File: src/rtl/ex_stage.sv
// ex_stage: RV32I execute stage feeding the EX/MEM boundary.
// Optional feature macro: EX_FWD_EN adds MEM/WB operand forwarding ports.
// Ports:
//   clk, reset                 rising-edge clock, async active-high reset
//   pc_in, rs1/rs2_val_in      instruction PC and register operands
//   imm_in, rd_in              immediate and destination register
//   funct3_in, funct7_in       ALU/branch function select (funct7_in = bit 30)
//   alu_src_in, branch_in      operand-B select, conditional branch marker
//   alu_op_in, reg_write_in    ALU op class, register write enable
//   stall, flush               hold / bubble controls
//   *_out                      registered EX/MEM results
//   (EX_FWD_EN) mem_fwd_*, wb_fwd_*, rs1_in, rs2_in forwarding sources
module ex_stage #(
    parameter int unsigned XLEN = 32
) (
    input  logic            clk,
    input  logic            reset,
    input  logic [XLEN-1:0] pc_in,
    input  logic [XLEN-1:0] rs1_val_in,
    input  logic [XLEN-1:0] rs2_val_in,
    input  logic [XLEN-1:0] imm_in,
    input  logic [4:0]      rd_in,
    input  logic [2:0]      funct3_in,
    input  logic            funct7_in,
    input  logic            alu_src_in,
    input  logic            branch_in,
    input  logic [1:0]      alu_op_in,
    input  logic            reg_write_in,
    input  logic            stall,
    input  logic            flush,
`ifdef EX_FWD_EN
    input  logic            mem_fwd_en,
    input  logic [4:0]      mem_fwd_rd,
    input  logic [XLEN-1:0] mem_fwd_val,
    input  logic            wb_fwd_en,
    input  logic [4:0]      wb_fwd_rd,
    input  logic [XLEN-1:0] wb_fwd_val,
    input  logic [4:0]      rs1_in,
    input  logic [4:0]      rs2_in,
`endif
    output logic [XLEN-1:0] alu_result_out,
    output logic [XLEN-1:0] store_data_out,
    output logic [4:0]      rd_out,
    output logic            reg_write_out,
    output logic            branch_taken_out,
    output logic [XLEN-1:0] branch_target_out,
    output logic            valid_out
);

    localparam int unsigned SHW = 5;

    logic [XLEN-1:0] rs1_v, rs2_v, op_b, alu_c, target_c;
    logic [SHW-1:0]  shamt;
    logic            taken_c, eq_c, lt_c, ltu_c;

    logic [XLEN-1:0] alu_result_q, alu_result_d;
    logic [XLEN-1:0] store_data_q, store_data_d;
    logic [XLEN-1:0] target_q, target_d;
    logic [4:0]      rd_q, rd_d;
    logic            reg_write_q, reg_write_d;
    logic            taken_q, taken_d;
    logic            valid_q, valid_d;
    logic            squash_q, squash_d;

    // Operand selection, with MEM taking priority over WB when forwarding exists.
`ifdef EX_FWD_EN
    always_comb begin
        rs1_v = rs1_val_in;
        rs2_v = rs2_val_in;
        if (mem_fwd_en && mem_fwd_rd != 5'd0 && mem_fwd_rd == rs1_in)
            rs1_v = mem_fwd_val;
        else if (wb_fwd_en && wb_fwd_rd != 5'd0 && wb_fwd_rd == rs1_in)
            rs1_v = wb_fwd_val;
        if (mem_fwd_en && mem_fwd_rd != 5'd0 && mem_fwd_rd == rs2_in)
            rs2_v = mem_fwd_val;
        else if (wb_fwd_en && wb_fwd_rd != 5'd0 && wb_fwd_rd == rs2_in)
            rs2_v = wb_fwd_val;
    end
`else
    assign rs1_v = rs1_val_in;
    assign rs2_v = rs2_val_in;
`endif

    assign op_b     = alu_src_in ? imm_in : rs2_val_sel();
    assign shamt    = op_b[SHW-1:0];
    assign target_c = pc_in + imm_in;

    function automatic logic [XLEN-1:0] rs2_val_sel();
        return rs2_v;
    endfunction

    // ALU; the branch-compare class produces rs1 - B as its result.
    always_comb begin
        alu_c = rs1_v + op_b;
        case (alu_op_in)
            2'b01: alu_c = rs1_v - op_b;
            2'b10: begin
                case (funct3_in)
                    3'b000: alu_c = (funct7_in && !alu_src_in) ? rs1_v - op_b : rs1_v + op_b;
                    3'b001: alu_c = rs1_v << shamt;
                    3'b010: alu_c = XLEN'($signed(rs1_v) < $signed(op_b));
                    3'b011: alu_c = XLEN'(rs1_v < op_b);
                    3'b100: alu_c = rs1_v ^ op_b;
                    3'b101: alu_c = funct7_in ? XLEN'($signed(rs1_v) >>> shamt) : rs1_v >> shamt;
                    3'b110: alu_c = rs1_v | op_b;
                    default: alu_c = rs1_v & op_b;
                endcase
            end
            default: alu_c = rs1_v + op_b;
        endcase
    end

    // Branch resolution always compares against rs2, never the immediate.
    assign eq_c  = (rs1_v == rs2_v);
    assign lt_c  = ($signed(rs1_v) < $signed(rs2_v));
    assign ltu_c = (rs1_v < rs2_v);

    always_comb begin
        taken_c = 1'b0;
        case (funct3_in)
            3'b000: taken_c = eq_c;
            3'b001: taken_c = !eq_c;
            3'b100: taken_c = lt_c;
            3'b101: taken_c = !lt_c;
            3'b110: taken_c = ltu_c;
            3'b111: taken_c = !ltu_c;
            default: taken_c = 1'b0;
        endcase
        taken_c = taken_c && branch_in;
    end

    // EX/MEM update priority: flush > stall > squash > load.
    always_comb begin
        alu_result_d = alu_result_q;
        store_data_d = store_data_q;
        target_d     = target_q;
        rd_d         = rd_q;
        reg_write_d  = reg_write_q;
        taken_d      = taken_q;
        valid_d      = valid_q;
        squash_d     = squash_q;
        if (flush) begin
            reg_write_d = 1'b0;
            taken_d     = 1'b0;
            valid_d     = 1'b0;
            squash_d    = 1'b0;
        end else if (!stall) begin
            alu_result_d = alu_c;
            store_data_d = rs2_v;
            target_d     = target_c;
            rd_d         = rd_in;
            if (squash_q) begin
                // Wrong-path instruction behind a taken branch: load as a bubble.
                reg_write_d = 1'b0;
                taken_d     = 1'b0;
                valid_d     = 1'b0;
                squash_d    = 1'b0;
            end else begin
                reg_write_d = reg_write_in && (rd_in != 5'd0);
                taken_d     = taken_c;
                valid_d     = 1'b1;
                squash_d    = taken_c;
            end
        end
    end

    // EX/MEM register.
    always_ff @(posedge clk or posedge reset) begin
        if (reset) begin
            alu_result_q <= '0;
            store_data_q <= '0;
            target_q     <= '0;
            rd_q         <= '0;
            reg_write_q  <= 1'b0;
            taken_q      <= 1'b0;
            valid_q      <= 1'b0;
            squash_q     <= 1'b0;
        end else begin
            alu_result_q <= alu_result_d;
            store_data_q <= store_data_d;
            target_q     <= target_d;
            rd_q         <= rd_d;
            reg_write_q  <= reg_write_d;
            taken_q      <= taken_d;
            valid_q      <= valid_d;
            squash_q     <= squash_d;
        end
    end

    assign alu_result_out    = alu_result_q;
    assign store_data_out    = store_data_q;
    assign rd_out            = rd_q;
    assign reg_write_out     = reg_write_q;
    assign branch_taken_out  = taken_q;
    assign branch_target_out = target_q;
    assign valid_out         = valid_q;

endmodule

File: config.mk
export PLATFORM = sky130hd
export DESIGN_NAME = ex_stage
export DESIGN_NICKNAME = d
export VERILOG_FILES = /design/src/rtl/ex_stage.sv
export SDC_FILE = /design/constraint.sdc
export NUM_CORES = 1
export LEC_CHECK = 0
export CELL_PAD_IN_SITES_DETAIL_PLACEMENT = 1
export CELL_PAD_IN_SITES_GLOBAL_PLACEMENT = 2
export CORE_MARGIN = 10
export CORE_UTILIZATION = 35
export DETAILED_ROUTE_END_ITERATION = 16
export PLACE_DENSITY = 0.89
export REMOVE_ABC_BUFFERS = 1
export SLEW_MARGIN = 0
export SYNTH_ARGS = -nofsm -noshare
export SYNTH_HDL_FRONTEND = slang
export SYNTH_SLANG_ARGS = --single-unit
File: constraint.sdc
create_clock -name clk -period 9.7 [get_ports clk]
set_input_delay 2.425 -clock clk [delete_from_list [all_inputs] [get_ports clk]]
set_output_delay 2.425 -clock clk [all_outputs]
set_load 0.005 [all_outputs]
==> impl_metrics.env <==
export IMPL_worstSkewPairLatency_ns=0.40
export IMPL_maxClockFrequency_mhz=145
export IMPL_placement_rows=78
export IMPL_cp_end_kind="register"
export IMPL_cts_sink_count=104
export IMPL_height_of_the_die_um=235
export IMPL_die_x_um=235
export IMPL_path_cells="clkdlybuf4s50_1, mux2i_4, inv_4, ha_1, fa_1, o21bai_1, a2111oi_0, nor3_1, o21ai_0, o21bai_1, a21oi_1, o21ai_0, xnor2_1, a221oi_1, o21ai_1"
export IMPL_grt_max_degree=84
export IMPL_global_route_overflow_total=0
export IMPL_clock_tree_skew_after_final_layout_ns=0.00395
export IMPL_number_of_global_route_vias_before_repair=18797
export IMPL_number_of_enable_type_register_cells_in_the_synthesized_netlist=0
export IMPL_placedCellCount=2958
export IMPL_timing_final_ws_setup_ns=2.82
export IMPL_r2r_slack_ns=8.51
export IMPL_max_cap_violations=0
export IMPL_yosys_register_bits=104
export IMPL_postCtsSetupBuffers=0
export IMPL_ys_flop_type="sky130_fd_sc_hd__dfrtp_1"
export IMPL_mean_instance_size_in_the_synthesized_netlist_um2=7.32
export IMPL_path_buf_inv=2
export IMPL_crit_arrival_ns=7.13
export IMPL_finalHoldViolCount=0
export IMPL_hold_path_depth=2
export IMPL_cts_resized=0
export IMPL_finish_net_count=2686
export IMPL_cts_buf_count=9
export IMPL_status="completed"
export IMPL_worst_pin_slew_ns=1.08
export IMPL_leakage_nw=8.50
export IMPL_drv_slew=0
export IMPL_min_delay_start="alu_result_out[4]"
export IMPL_finalWorstPathRequiredPeriod_ns=6.88
export IMPL_syn_instance_count=2219
export IMPL_core_um2=45700
export IMPL_drc=0
export IMPL_place_ws_ns=2.52
export IMPL_number_of_warnings_reported_in_the_yosys_synthesis_log=0
export IMPL_number_of_distinct_library_cell_variants_in_the_gate_level_netlist_after_synthesis=87
export IMPL_syn_area_um2=16300
export IMPL_detailedPlacementHpwl_um=65500
export IMPL_die_area_um2=55500
export IMPL_drive_gt1_share_pct=4.84
export IMPL_buffer_ports_inserted=249
export IMPL_setup_viol=0
export IMPL_post_dr_vias_cell=6.24
export IMPL_cp_slowest_cell="sky130_fd_sc_hd__a2111oi_0"
export IMPL_wl_um=84300
export IMPL_whs_endpoint="alu_result_out[4]"
export IMPL_critical_path_peak_fanout=42
export IMPL_initialDrtViolationCount=1751
export IMPL_drt_first_pass_iters=5
export IMPL_clockBufferDepth=2
export IMPL_worst_path_dominant_cell_family="compound AO/OA/AOI/OAI gates"
export IMPL_synthToLayoutAreaGrowth_pct=19.6
export IMPL_ff_to_ff_path_depth=4
export IMPL_clock_root_buffer="sky130_fd_sc_hd__clkbuf_16"
export IMPL_start_kind="input pin"
export IMPL_antenna_cells=0
export IMPL_min_period_over_period_pct=70.9
export IMPL_drt_antenna_violating_nets=0
export IMPL_grt_antenna_before_repair=1
export IMPL_power_density_cell_area_nw_per_um2=121
export IMPL_rr_endpoint="branch_taken_out"
export IMPL_rsz0062_at_grt="false"
export IMPL_critical_path_required_ns=9.96
export IMPL_crit_reg2reg_launch="branch_taken_out"
export IMPL_globalRouteTotalUtil_pct=29.0
export IMPL_place_gp_congestion=1.00
export IMPL_post_drt_wl_per_cell_um=28.3
export IMPL_worst_stage_delay_on_the_critical_path_ns=0.82
export IMPL_worst_hold_path_type="register to register"
export IMPL_clk_pin_slew_worst_paths_ns=0.09
export IMPL_via_count=18560
export IMPL_totalNegativeSetupSlack_ns=0
export IMPL_tritoncts="yes"
export IMPL_effective_utilization_at_floorplan_pct=35.6
export IMPL_clock_tree_htree_level_count=3
export IMPL_maxSlewHeadroom_pct=27.9
export IMPL_grt_pass1_wl_um=125000
export IMPL_boundaryPins=250
export IMPL_fraction_of_synthesis_flops_using_an_asynchronous_set_or_reset_pin_pct=100
export IMPL_irDropWorstVdd_mv=0.0855
export IMPL_seq_area_frac_synth_pct=16.0
export IMPL_worst_setup_path_type="input pin to register"
export IMPL_cts_hold_buf=0
export IMPL_worst_hold_margin_ns=0.482
export IMPL_finalNonFillerCells=2974
[stage by stage]
| step | total power, mW | util (%) | instance area (um^2) |
|---|---|---|---|
| final | 2.36 | 42.6 | 19400 |
| after global routing | 2.49 | 42.6 | 19400 |
| after floorplan | 1.28 | - | 15600 |
| after global placement | 1.87 | 41.9 | 19100 |
| after CTS | 2.35 | 42.6 | 19400 |
| after detailed placement | 1.90 | 41.9 | 19100 |
[cell usage in the layout (no fill, tap or decap), drive strengths merged, types with 18 or more instances in the layout]
master and count:
a211oi 29, a21o 44, a21oi 173, a221oi 21, a31oi 29, buf 36, clkdlybuf4s50 247, dfrtp 104
ha 168, inv 161, mux2i 119, mux4 20, nand2 306, nand3 43, nor2 153, nor2b 18
nor3 40, o211ai 35, o21a 44, o21ai 232, o221ai 20, o31ai 20, xnor2 56, xor2 20
[state kept, by name, indices dropped and copies added (netlist names)]
register / cells
branch_taken_out: 1
reg_write_out: 1
store_data_out: 32
branch_target_out: 32
rd_out: 5
valid_out: 1
alu_result_out: 32
[routing by layer]
metal / global-route usage (%) / wire length, um
met1: 38.3 / 36100
met2: 46.3 / 38500
met3: 5.64 / 6900
met4: 10.1 / 2820
met5: 0 / 0
[cell usage after synthesis (6+ instances only)]
| cell | n | share of area (%) |
|---|---|---|
| sky130_fd_sc_hd__nor4_1 | 8 | 0.31 |
| sky130_fd_sc_hd__a22o_1 | 10 | 0.54 |
| sky130_fd_sc_hd__o311ai_0 | 7 | 0.38 |
| sky130_fd_sc_hd__nand2_1 | 305 | 7.0 |
| sky130_fd_sc_hd__ha_1 | 168 | 13 |
| sky130_fd_sc_hd__a21boi_0 | 6 | 0.28 |
| sky130_fd_sc_hd__or3_1 | 11 | 0.42 |
| sky130_fd_sc_hd__o31ai_1 | 19 | 0.88 |
| sky130_fd_sc_hd__a21o_1 | 44 | 2.0 |
| sky130_fd_sc_hd__a21oi_1 | 173 | 5.3 |
| sky130_fd_sc_hd__nor3_1 | 40 | 1.2 |
| sky130_fd_sc_hd__nor2_1 | 153 | 3.5 |
| sky130_fd_sc_hd__nand4_1 | 17 | 0.65 |
| sky130_fd_sc_hd__buf_2 | 35 | 1.1 |
| sky130_fd_sc_hd__dfrtp_1 | 104 | 16 |
| sky130_fd_sc_hd__o211ai_1 | 35 | 1.6 |
| sky130_fd_sc_hd__and3_1 | 8 | 0.31 |
| sky130_fd_sc_hd__o22ai_1 | 12 | 0.46 |
| sky130_fd_sc_hd__xor2_1 | 20 | 1.1 |
| sky130_fd_sc_hd__o21a_1 | 44 | 2.0 |
| sky130_fd_sc_hd__nand2b_1 | 11 | 0.42 |
| sky130_fd_sc_hd__o2111ai_1 | 7 | 0.38 |
| sky130_fd_sc_hd__o21ai_0 | 217 | 6.7 |
| sky130_fd_sc_hd__o221ai_1 | 20 | 1.1 |
| sky130_fd_sc_hd__inv_1 | 155 | 3.6 |
| sky130_fd_sc_hd__mux2i_1 | 113 | 7.0 |
| sky130_fd_sc_hd__or4_1 | 6 | 0.28 |
| sky130_fd_sc_hd__nor2b_1 | 18 | 0.69 |
| sky130_fd_sc_hd__buf_1 | 12 | 0.28 |
| sky130_fd_sc_hd__o21ai_1 | 14 | 0.43 |
| sky130_fd_sc_hd__or2_2 | 7 | 0.27 |
| sky130_fd_sc_hd__a221o_1 | 8 | 0.49 |
| sky130_fd_sc_hd__mux2_2 | 6 | 0.42 |
| sky130_fd_sc_hd__mux4_2 | 19 | 2.6 |
| sky130_fd_sc_hd__clkbuf_1 | 85 | 2.0 |
| sky130_fd_sc_hd__a221oi_1 | 18 | 0.97 |
| sky130_fd_sc_hd__and2_1 | 12 | 0.46 |
| sky130_fd_sc_hd__o21bai_1 | 15 | 0.69 |
| sky130_fd_sc_hd__a31oi_1 | 29 | 1.1 |
| sky130_fd_sc_hd__a211oi_1 | 28 | 1.3 |
| sky130_fd_sc_hd__nand3_1 | 43 | 1.3 |
| sky130_fd_sc_hd__xnor2_1 | 56 | 3.0 |
[cell type report]
cell class,instances,area [um^2]
flip-flops and latches,104,2600
inverters,161,609
well taps,600,751
multi-input cells,1810,12400
repair buffers,283,2740
clock buffers,9,225
fillers,5687,26200
clock inverters,7,95.1
[kinds of logic after synthesis]
family	count (synthesis)	share of synthesized area, %
AO/OA/AOI/OAI	767	30.3
AND/OR/NAND/NOR	650	17.5
buffers and inverters	305	7.88
adder cells (fa/ha/maj)	171	13.3
multiplexers	146	10.9
flip-flops	104	16.0
XOR/XNOR	76	4.10
[how the worst max path moves through the flow]
stage                  startpoint  slack [ns]  depth (start not counted)            endpoint
floorplan              alu_src_in       -0.77                         12  alu_result_out[30]
global placement    rs2_val_in[0]        2.64                         15  alu_result_out[30]
detailed placement  rs2_val_in[0]        2.52                         15  alu_result_out[18]
CTS                 rs2_val_in[0]        2.96                         15  alu_result_out[18]
global route        rs2_val_in[0]        2.57                         15  alu_result_out[18]
finish              rs2_val_in[0]        2.82                         15  alu_result_out[18]
[tightest hold or removal path, delay by kind of cell (launching register included)]
family | cells | cell delay (ns)
flops | 1 | 0.36
simple gates | 2 | 0.10
[power by group]
group	internal [mW]	leakage (nW)	switching, mW
Clock	0.209	0.157	0.230
Combinational	0.550	7.06	0.798
Sequential	0.512	1.28	0.0591
Total	1.27	8.50	1.09
No activity file was read; power rests on OpenSTA's default activity.
